`src/rtl/lcd_msg_arbiter_if.sv`:
```
// ----------------------------------------------------------------------------
// lcd_msg_arbiter_if
// Bundles the requester side and the LCD-controller side of the message
// arbiter into one interface.
//   req      : per-requester display request (level)
//   row1_in  : packed row-1 text, requester i at [i*128 +: 128]
//   row2_in  : packed row-2 text, same layout
//   grant    : one-hot current owner, zero when idle
//   owner_id : index of current / most recent owner
//   busy     : high while a message owns the display
//   row_1/2  : text presented to the LCD controller
//   strobe   : one-cycle pulse when row_1/row_2 take a new value
// Modports: master = requesters + LCD side (testbench), slave = arbiter.
// ----------------------------------------------------------------------------
interface lcd_msg_arbiter_if #(
    parameter int NUM_REQ = 4
);
    logic [NUM_REQ-1:0]     req;
    logic [NUM_REQ*128-1:0] row1_in;
    logic [NUM_REQ*128-1:0] row2_in;
    logic [NUM_REQ-1:0]     grant;
    logic [2:0]             owner_id;
    logic                   busy;
    logic [127:0]           row_1;
    logic [127:0]           row_2;
    logic                   strobe;

    modport master (
        output req, row1_in, row2_in,
        input  grant, owner_id, busy, row_1, row_2, strobe
    );

    modport slave (
        input  req, row1_in, row2_in,
        output grant, owner_id, busy, row_1, row_2, strobe
    );
endinterface

```
`src/rtl/lcd_msg_arbiter.sv`:
```
// ----------------------------------------------------------------------------
// lcd_msg_arbiter
// Shares one 2x16 character LCD controller between NUM_REQ message sources.
// Round-robin grant, with a minimum dwell of MIN_HOLD cycles per granted
// message so every message stays readable.
// Ports:
//   clk : system clock
//   rst : synchronous, active-low reset
//   bus : lcd_msg_arbiter_if.slave (req/row inputs, grant/owner/busy,
//         row_1/row_2/strobe towards the LCD controller)
// ----------------------------------------------------------------------------
module lcd_msg_arbiter #(
    parameter int         NUM_REQ    = 4,
    parameter int         MIN_HOLD   = 1_000_000,
    parameter logic [7:0] BLANK_CHAR = 8'h20
) (
    input  logic              clk,
    input  logic              rst,
    lcd_msg_arbiter_if.slave  bus
);
    localparam int                CNT_W     = $clog2(MIN_HOLD);
    localparam logic [CNT_W-1:0]  CNT_MAX   = CNT_W'(MIN_HOLD - 1);
    localparam logic [127:0]      BLANK_ROW = {16{BLANK_CHAR}};

    typedef enum logic {IDLE, HOLD} state_t;

    state_t             state_reg,  state_next;
    logic [NUM_REQ-1:0] grant_reg,  grant_next;
    logic [2:0]         owner_reg,  owner_next;
    logic [2:0]         ptr_reg,    ptr_next;
    logic [CNT_W-1:0]   cnt_reg,    cnt_next;
    logic [127:0]       row1_reg,   row1_next;
    logic [127:0]       row2_reg,   row2_next;
    logic               strobe_reg, strobe_next;

    // Requester slots padded out to 8 so a 3-bit index is always in range;
    // unused slots never request and hold blank text.
    logic [127:0] row1_arr [0:7];
    logic [127:0] row2_arr [0:7];
    logic [7:0]   req_pad;
    logic [7:0]   grant_pad;
    logic [7:0]   pick_src;

    genvar gi;
    generate
        for (gi = 0; gi < 8; gi++) begin : g_slot
            if (gi < NUM_REQ) begin : g_used
                assign row1_arr[gi]  = bus.row1_in[gi*128 +: 128];
                assign row2_arr[gi]  = bus.row2_in[gi*128 +: 128];
                assign req_pad[gi]   = bus.req[gi];
                assign grant_pad[gi] = grant_reg[gi];
            end else begin : g_unused
                assign row1_arr[gi]  = BLANK_ROW;
                assign row2_arr[gi]  = BLANK_ROW;
                assign req_pad[gi]   = 1'b0;
                assign grant_pad[gi] = 1'b0;
            end
        end
    endgenerate

    // Candidates exclude the current owner; in IDLE grant_reg is zero so this
    // is simply req.
    assign pick_src = req_pad & ~grant_pad;

    function automatic logic [2:0] wrap_idx(input logic [2:0] base, input int offs);
        int s;
        s = int'(base) + offs;
        if (s >= NUM_REQ) begin
            s = s - NUM_REQ;
        end
        return s[2:0];
    endfunction

    // Round-robin search from ptr upward, wrapping at NUM_REQ.
    logic       pick_found;
    logic [2:0] pick_idx;
    logic [2:0] cand;

    always_comb begin
        pick_found = 1'b0;
        pick_idx   = '0;
        cand       = '0;
        for (int i = 0; i < NUM_REQ; i++) begin
            cand = wrap_idx(ptr_reg, i);
            if (!pick_found && pick_src[cand]) begin
                pick_found = 1'b1;
                pick_idx   = cand;
            end
        end
    end

    logic expired;
    logic owner_req;
    logic load_new;

    assign expired   = (cnt_reg == CNT_MAX);
    assign owner_req = req_pad[owner_reg];

    always_comb begin
        state_next  = state_reg;
        grant_next  = grant_reg;
        owner_next  = owner_reg;
        ptr_next    = ptr_reg;
        cnt_next    = cnt_reg;
        row1_next   = row1_reg;
        row2_next   = row2_reg;
        strobe_next = 1'b0;
        load_new    = 1'b0;

        case (state_reg)
            IDLE: begin
                grant_next = '0;
                load_new   = pick_found;
            end
            HOLD: begin
                if (!expired) begin
                    cnt_next = cnt_reg + 1'b1;
                end
                if (expired && pick_found) begin
                    load_new = 1'b1;
                end else if (expired && !owner_req) begin
                    state_next = IDLE;
                    grant_next = '0;
                end else if (owner_req) begin
                    // Live update: follow the owner's text, strobe only on change.
                    row1_next   = row1_arr[owner_reg];
                    row2_next   = row2_arr[owner_reg];
                    strobe_next = (row1_arr[owner_reg] != row1_reg) ||
                                  (row2_arr[owner_reg] != row2_reg);
                end
            end
            default: begin
                state_next = IDLE;
                grant_next = '0;
            end
        endcase

        // A new grant always loads the winner's text and strobes, even if the
        // text happens to match what is already displayed.
        if (load_new) begin
            state_next  = HOLD;
            for (int i = 0; i < NUM_REQ; i++) begin
                grant_next[i] = (pick_idx == 3'(i));
            end
            owner_next  = pick_idx;
            ptr_next    = wrap_idx(pick_idx, 1);
            cnt_next    = '0;
            row1_next   = row1_arr[pick_idx];
            row2_next   = row2_arr[pick_idx];
            strobe_next = 1'b1;
        end
    end

    always_ff @(posedge clk) begin
        if (!rst) begin
            state_reg  <= IDLE;
            grant_reg  <= '0;
            owner_reg  <= '0;
            ptr_reg    <= '0;
            cnt_reg    <= '0;
            row1_reg   <= BLANK_ROW;
            row2_reg   <= BLANK_ROW;
            strobe_reg <= 1'b0;
        end else begin
            state_reg  <= state_next;
            grant_reg  <= grant_next;
            owner_reg  <= owner_next;
            ptr_reg    <= ptr_next;
            cnt_reg    <= cnt_next;
            row1_reg   <= row1_next;
            row2_reg   <= row2_next;
            strobe_reg <= strobe_next;
        end
    end

    assign bus.grant    = grant_reg;
    assign bus.owner_id = owner_reg;
    assign bus.busy     = (state_reg == HOLD);
    assign bus.row_1    = row1_reg;
    assign bus.row_2    = row2_reg;
    assign bus.strobe   = strobe_reg;

endmodule

```
`src/flat_wrapper.sv`:
```
// flat-port wrapper written by rule: the top's interface ports become plain ports
module lcd_msg_arbiter_flat 
#(
    parameter int         NUM_REQ    = 4,
    parameter int         MIN_HOLD   = 1_000_000,
    parameter logic [7:0] BLANK_CHAR = 8'h20
)
  (clk, rst, bus_req, bus_row1_in, bus_row2_in, bus_grant, bus_owner_id, bus_busy, bus_row_1, bus_row_2, bus_strobe);
  lcd_msg_arbiter_if #(.NUM_REQ(NUM_REQ)) bus_i ();
  input  logic clk;
  input  logic rst;
  input wire logic [$bits(bus_i.req)-1:0] bus_req;
  input wire logic [$bits(bus_i.row1_in)-1:0] bus_row1_in;
  input wire logic [$bits(bus_i.row2_in)-1:0] bus_row2_in;
  output wire logic [$bits(bus_i.grant)-1:0] bus_grant;
  output wire logic [$bits(bus_i.owner_id)-1:0] bus_owner_id;
  output wire logic [$bits(bus_i.busy)-1:0] bus_busy;
  output wire logic [$bits(bus_i.row_1)-1:0] bus_row_1;
  output wire logic [$bits(bus_i.row_2)-1:0] bus_row_2;
  output wire logic [$bits(bus_i.strobe)-1:0] bus_strobe;
  assign bus_i.req = bus_req;
  assign bus_i.row1_in = bus_row1_in;
  assign bus_i.row2_in = bus_row2_in;
  assign bus_grant = bus_i.grant;
  assign bus_owner_id = bus_i.owner_id;
  assign bus_busy = bus_i.busy;
  assign bus_row_1 = bus_i.row_1;
  assign bus_row_2 = bus_i.row_2;
  assign bus_strobe = bus_i.strobe;
  lcd_msg_arbiter #(.NUM_REQ(NUM_REQ), .MIN_HOLD(MIN_HOLD), .BLANK_CHAR(BLANK_CHAR)) u_core (.clk(clk), .rst(rst), .bus(bus_i));
endmodule
```
`config.mk`:
```
export PLATFORM = sky130hd
export DESIGN_NAME = lcd_msg_arbiter_flat
export DESIGN_NICKNAME = d
export VERILOG_FILES = /design/src/rtl/lcd_msg_arbiter_if.sv /design/src/rtl/lcd_msg_arbiter.sv /design/src/flat_wrapper.sv
export SDC_FILE = /design/constraint.sdc
export NUM_CORES = 1
export LEC_CHECK = 0
export CORE_AREA = 2 2 508 510
export DETAILED_ROUTE_END_ITERATION = 7
export DIE_AREA = 0 0 510 512
export GPL_ROUTABILITY_DRIVEN = 1
export RECOVER_POWER = 25
export SYNTH_ARGS = -nofsm -noshare
export SYNTH_HDL_FRONTEND = slang
export SYNTH_SLANG_ARGS = --single-unit
```
`constraint.sdc`:
```
create_clock -name clk -period 4.52 [get_ports clk]
set_clock_uncertainty 0.05 [all_clocks]
set_input_delay 0.904 -clock clk [delete_from_list [all_inputs] [get_ports clk]]
set_output_delay 0.904 -clock clk [all_outputs]
set_load 0.1 [all_outputs]
```
==> results of run 1 <==
-- metrics by stage --
step | area [µm²] | total power, mW | setup TNS [ns] | cells
detailed placement | 51400 | 46.8 | -1.33 | 8262
global route | 52900 | 52.9 | 0 | 8455
finish | 53100 | 50.6 | 0 | 8508
global placement | 51400 | 46.5 | -1.23 | 8262
floorplan | 33100 | 30.3 | 0 | 3631
CTS | 53200 | 51.6 | 0 | 8363
-- area by class of cell --
cell class                      instances  area [µm²]
Fill cell                           27900      203000
Multi-Input combinational cell       2936       25700
Timing Repair Buffer                 1593       15000
Sequential cell                       288        5780
Tap cell                             3384        4230
Clock buffer                           72        1450
Antenna cell                          145         363
Clock inverter                         25         325
Inverter                               65         259
-- per-layer routing --
metal / GRT usage, % / up-vias
met2: 35.3 / 2459
li1: - / 16900
met5: 0 / -
met3: 10.7 / 691
met4: 12.6 / 160
met1: 25.9 / 19700
-- kinds of logic (layout without fill, tap and decap cells) --
logic type / Yosys count / after routing / synth area share, %
other: 1 / 146 / 0.0113
buffers and inverters: 407 / 1755 / 5.45
flip-flops: 288 / 288 / 17.4
AND/OR/NAND/NOR: 1048 / 1048 / 15.6
XOR/XNOR: 141 / 141 / 3.74
multiplexers: 986 / 986 / 39.4
adder cells (fa/ha/maj): 8 / 8 / 0.303
AO/OA/AOI/OAI: 752 / 752 / 18.1
-- final timing paths --
kind | from | to | slack [ns] | cells past startpoint
setup reg to reg | u_core.bus.owner_id[0] | u_core.bus.strobe | 0.15 | 11
setup / recovery | u_core.bus.owner_id[0] | u_core.bus.strobe | 0.15 | 11
hold / removal | u_core.cnt_reg[19] | u_core.cnt_reg[19] | 0.46 | 2
hold reg to reg | u_core.cnt_reg[19] | u_core.cnt_reg[19] | 0.46 | 2
-- timing repair --
item | CTS | global route
hold endpoints to repair | 0 | 0
endpoints found under the setup margin | 1 | 1
buffers inserted | 4 | 0
resized for setup | 7 | 2
pin swaps | 2 | 2
-- worst register-to-register path, cell delays in order (launching register included) --
cell and delay [ns]:
dfxtp_4 0.51, buf_12 0.26, buf_4 0.36, mux4_2 0.69, nand2_1 0.27, a2bb2oi_2 0.42, nand4_1 0.13, or4_1 0.59
nor4_1 0.37, buf_4 0.17, and4_1 0.29, a31oi_1 0.12
-- power breakdown --
part           switching, mW  internal (mW)
clock network           1.85           2.54
registers               2.01           3.68
logic                   26.5           14.0
-- layout by cell type, fill, tap and decap left out, types with 58 or more instances in the layout --
cell type	count
clkdlybuf4s50_1	1148
a31oi_1	64
mux4_2	247
nor2_1	187
a21oi_1	118
nand3_1	104
nor4bb_1	58
dfxtp_1	285
diode_2	145
clkbuf_1	151
and3_1	111
mux2i_1	717
o211ai_1	89
o211a_1	223
xnor2_1	100
nand2_1	417
inv_1	62
buf_4	249
o32ai_1	59
==> run summary, run 1 <==
CP max-delay cell -> mux4_2
Synth Instances -> 3631
Largest stage delay, worst path -> 0.69 ns
Top cells by area, synth -> mux2i_1 (22%), dfxtp_1 (17%), mux4_2 (17%)
Asr flop ratio synth -> 0%
Finish-stage setup viols -> 0
Initial antenna violation count -> 282
Crit-path cells -> buf_12 > buf_4 > mux4_2 > nand2_1 > a2bb2oi_2 > nand4_1 > or4_1 > nor4_1 > buf_4 > and4_1 > a31oi_1
Crit path time final -> 4.37 ns
Status -> complete, but fails checks
Fin crit share -> 96.6%
DRT met1 WL -> 118000 µm
Count of cell types in the netlist -> 72
Setup crit end kind -> flip-flop
Die Wd -> 510 µm
Seq/Total Area, Yosys -> 17.4%
IR drop worst, VDD -> 0.505 mV
Vias in the first global route -> 38700
DR WL/cell -> 36.9 µm
Commonest cells in the netlist -> mux2i_1 (717), nand2_1 (417), dfxtp_1 (288)
Post-synthesis cell area -> 33100 µm²
RSZ-0062 raised after global routing -> false
Core ar. -> 256000 µm²
Yosys warns -> 0
Hold slack -> 0.465 ns
Gpl congestion -> 1.00
I/O pin total -> 1295
FMAX -> 229 MHz
Most used cell, CP -> buf_4
Slew HR -> -30.1%
Pwr dens -> 953 nW/µm²
GRT overflow -> 0
Die extent in y -> 512 µm
Routed vias/inst -> 4.69
Most numerous cell in the Yosys netlist -> mux2i_1
P_leak -> 20.5 nW
Sink Count -> 288
Residual DRC -> 0
Antenna Nets Post-Route -> 0
Skew-Pair Late Insertion Delay -> 0.72 ns
Met2 wire length -> 135000 µm
Worst-path clk slew -> 0.06 ns
Top_reg_cell synth -> dfxtp_1
Post-Syn Area per Cell -> 9.10 µm²
Total CTS buffers -> 52
Hold Path Class -> reg -> reg
I/O Buffers -> 1294
Layout cells sized above 1 -> 13.8%
First-pass GRT wire length -> 394000 µm
Post-synth EDFFs -> 0
Worst setup SP type -> flip-flop
DRT iter0 DRCs -> 3929
Via count -> 39900
CP top delay family -> simple AND/OR/NAND/NOR gates
Failing checks -> max-capacitance violations, max-slew violations
Area leader, netlist -> mux2i_1
#FFs+latches synth -> 288
Worst EP arrival -> 4.90 ns
Met3 Wirelength -> 39400 µm
# hold bufs at CTS -> 0
Fin util -> 20.8%
Nets -> 5974
Top layer in use -> met5
Final critical-path setup slack -> 0.152 ns
Post-Syn Nets -> 4669
Top-area cell type share of the netlist area -> 21.7%
Row cnt -> 186
Crit Path Max Fanout -> 23
Place WS -> -1.32 ns
CP Buf/Inv Count -> 3
Max-cap violations -> 79
Clock tree root driver cell -> clkbuf_16
Hold Fails Final Rpt -> 0
CTS tree -> done
Worst-Margin Slew -> 1.96 ns
Total GRT Usage -> 22.9%
Crit path kind -> reg -> reg
Clk buf depth -> 3
Syn-to-layout area delta -> 60.5%
DPL Wire Length -> 268000 µm
Starting Density -> 12.9%
Final wirelength -> 314000 µm
Max Slew Vio Count -> 70
Die area -> 261000 µm²
H-tree Lvls -> 2
Crit path required time -> 5.05 ns
Drt pass-1 iters -> 5
Largest net degree at the start of global routing -> 85
(Power assumes the default switching activity.)
==> run 2, diff against run 1 <==
Settings changed: CELL_PAD_IN_SITES_DETAIL_PLACEMENT set to 0, CELL_PAD_IN_SITES_GLOBAL_PLACEMENT set to 1, CORE_AREA 2 2 508 510 to 2 2 511 513, DIE_AREA 0 0 510 512 to 0 0 513 515, PLACE_DENSITY_LB_ADDON set to 0.1.
==> run summary, run 2 (synthesized netlist as in run 1, its figures left out) <==
Status -> complete, but fails checks
Failing checks -> max-capacitance violations, max-slew violations
Via count -> 36900
Slew HR -> -25.5%
Worst-Margin Slew -> 1.89 ns
Crit Path Max Fanout -> 20
FF-to-FF path depth -> 11
Pwr dens -> 972 nW/µm²
Worst hold path depth -> 2
Fillers -> 28400
H-tree Lvls -> 2
DR WL/cell -> 32.8 µm
CP max-delay cell -> mux4_2
Residual DRC -> 0
Skew-Pair Late Insertion Delay -> 0.68 ns
Total CTS buffers -> 52
Setup crit end kind -> flip-flop
Antenna Nets Post-Route -> 0
Final critical-path setup slack -> 0.306 ns
Crit path kind -> reg -> reg
Layout cells sized above 1 -> 13.4%
Largest net degree at the start of global routing -> 123
Hold Path Class -> reg -> reg
GRT overflow -> 0
Die extent in y -> 515 µm
Core ar. -> 259000 µm²
Worst EP arrival -> 4.74 ns
Placed inst area -> 51600 µm²
Finish-stage setup viols -> 0
Area of the multi-input gates -> 25600 µm²
I/O Buffers -> 1294
Hold slack -> 0.448 ns
Gpl congestion -> 0.802
Row cnt -> 187
Hold Fails Final Rpt -> 0
Crit-path cells -> buf_12 > buf_4 > buf_4 > mux4_2 > nand2_1 > a2bb2oi_1 > nand4_1 > or4_1 > nor4_1 > and4_1 > a31oi_1
Die area -> 264000 µm²
I/O pin total -> 1295
Final wirelength -> 276000 µm
Fin crit share -> 93.2%
Worst-path clk slew -> 0.07 ns
Routed vias/inst -> 4.38
CTS tree -> done
IR drop worst, VDD -> 0.426 mV
Gate power share -> 80.8%
FMAX -> 237 MHz
Commonest non-fill, non-tap cells in the layout -> clkdlybuf4s50_1 (1182), mux2i_1 (717), nand2_1 (417)
Sequential fraction of design power -> 10.7%
FF+latch area -> 5780 µm²
Die Wd -> 513 µm
Worst setup SP type -> flip-flop
Place WS -> -0.625 ns
Fin area -> 53100 µm²
RSZ-0062 raised after global routing -> false
Internal power -> 20.9 mW
Total GRT Usage -> 20.1%
Switch Pwr -> 30.7 mW
Drt pass-1 iters -> 5
P_leak -> 20.6 nW
Postcts setup bufs -> 0
Net Sw Frac -> 59.5%
Initial antenna violation count -> 81
DRT iter0 DRCs -> 2084
Most used cell, CP -> buf_4
Sink Count -> 288
Clock Power Share -> 8.5%
Leading cell type in the layout, fill and taps excluded -> clkdlybuf4s50_1
Max Slew Vio Count -> 37
First-pass GRT wire length -> 362000 µm
DPL Wire Length -> 230000 µm
Clk buf depth -> 3
# hold bufs at CTS -> 0
Syn-to-layout area delta -> 60.7%
Nets -> 5967
Crit path time final -> 4.21 ns
Vias in the first global route -> 37500
Max-cap violations -> 41
Crit path required time -> 5.05 ns
Largest stage delay, worst path -> 0.70 ns
Clock tree root driver cell -> clkbuf_16
Starting Density -> 12.8%
## run 2: final cells by class
cell class,count,share of cell area (%)
Sequential cell,288,10.9
Clock buffer,75,2.93
Multi-Input combinational cell,2936,48.3
Clock inverter,17,0.403
Antenna cell,36,0.170
Inverter,65,0.487
Tap cell,3402,8.01
Timing Repair Buffer,1586,28.9
## run 2: timing repair
| item | 4_1_cts | 5_1_grt |
|---|---|---|
| gates resized for setup | 2 | 0 |
| hold endpoints to repair | 0 | 0 |
| setup endpoints to repair | 1 | 0 |
## run 2: worst paths after layout
path,from,to,slack [ns]
hold / removal,u_core.ptr_reg[2],u_core.ptr_reg[2],0.45
setup / recovery,u_core.bus.owner_id[0],u_core.bus.strobe,0.31
setup reg to reg,u_core.bus.owner_id[0],u_core.bus.strobe,0.31
hold reg to reg,u_core.ptr_reg[2],u_core.ptr_reg[2],0.45
## run 2: per-layer routing
layer | vias up | GRT usage (%) | share of wire (%)
met5 | - | 0 | 0.079
met4 | 36 | 2.77 | 1.2
met3 | 198 | 6.13 | 7.6
met2 | 1325 | 33.8 | 47
met1 | 18500 | 25.5 | 44
li1 | 16800 | - | -
## run 2: worst max-delay path: cells and delay by family (launching register included)
kind | cells | cell delay [ns]
and+or+nand+nor | 5 | 1.40
DFF | 1 | 0.38
muxes | 1 | 0.70
AOI/OAI and AO/OA | 2 | 0.64
buffers and inverters | 3 | 0.87
## run 2: stage by stage
stage / utilization [%] / TNS [ns] / std cells / power [mW]
6_report: 20.6 / 0 / 8405 / 51.6
5_1_grt: 20.5 / 0 / 8377 / 54.5
4_1_cts: 20.7 / 0 / 8369 / 53.1
3_5_place_dp: 20.0 / -0.625 / 8277 / 48.4
3_3_place_gp: 20.0 / -0.553 / 8277 / 48.4
2_1_floorplan: - / 0 / 3631 / 30.3
## run 2: power by group through the flow
stage	Clock (mW)	Combinational, mW	Sequential, mW
floorplan	0	17.6	12.7
global placement	0	42.8	5.56
detailed placement	0	42.8	5.60
CTS	4.58	43.0	5.57
global route	4.63	44.1	5.73
finish	4.37	41.8	5.52
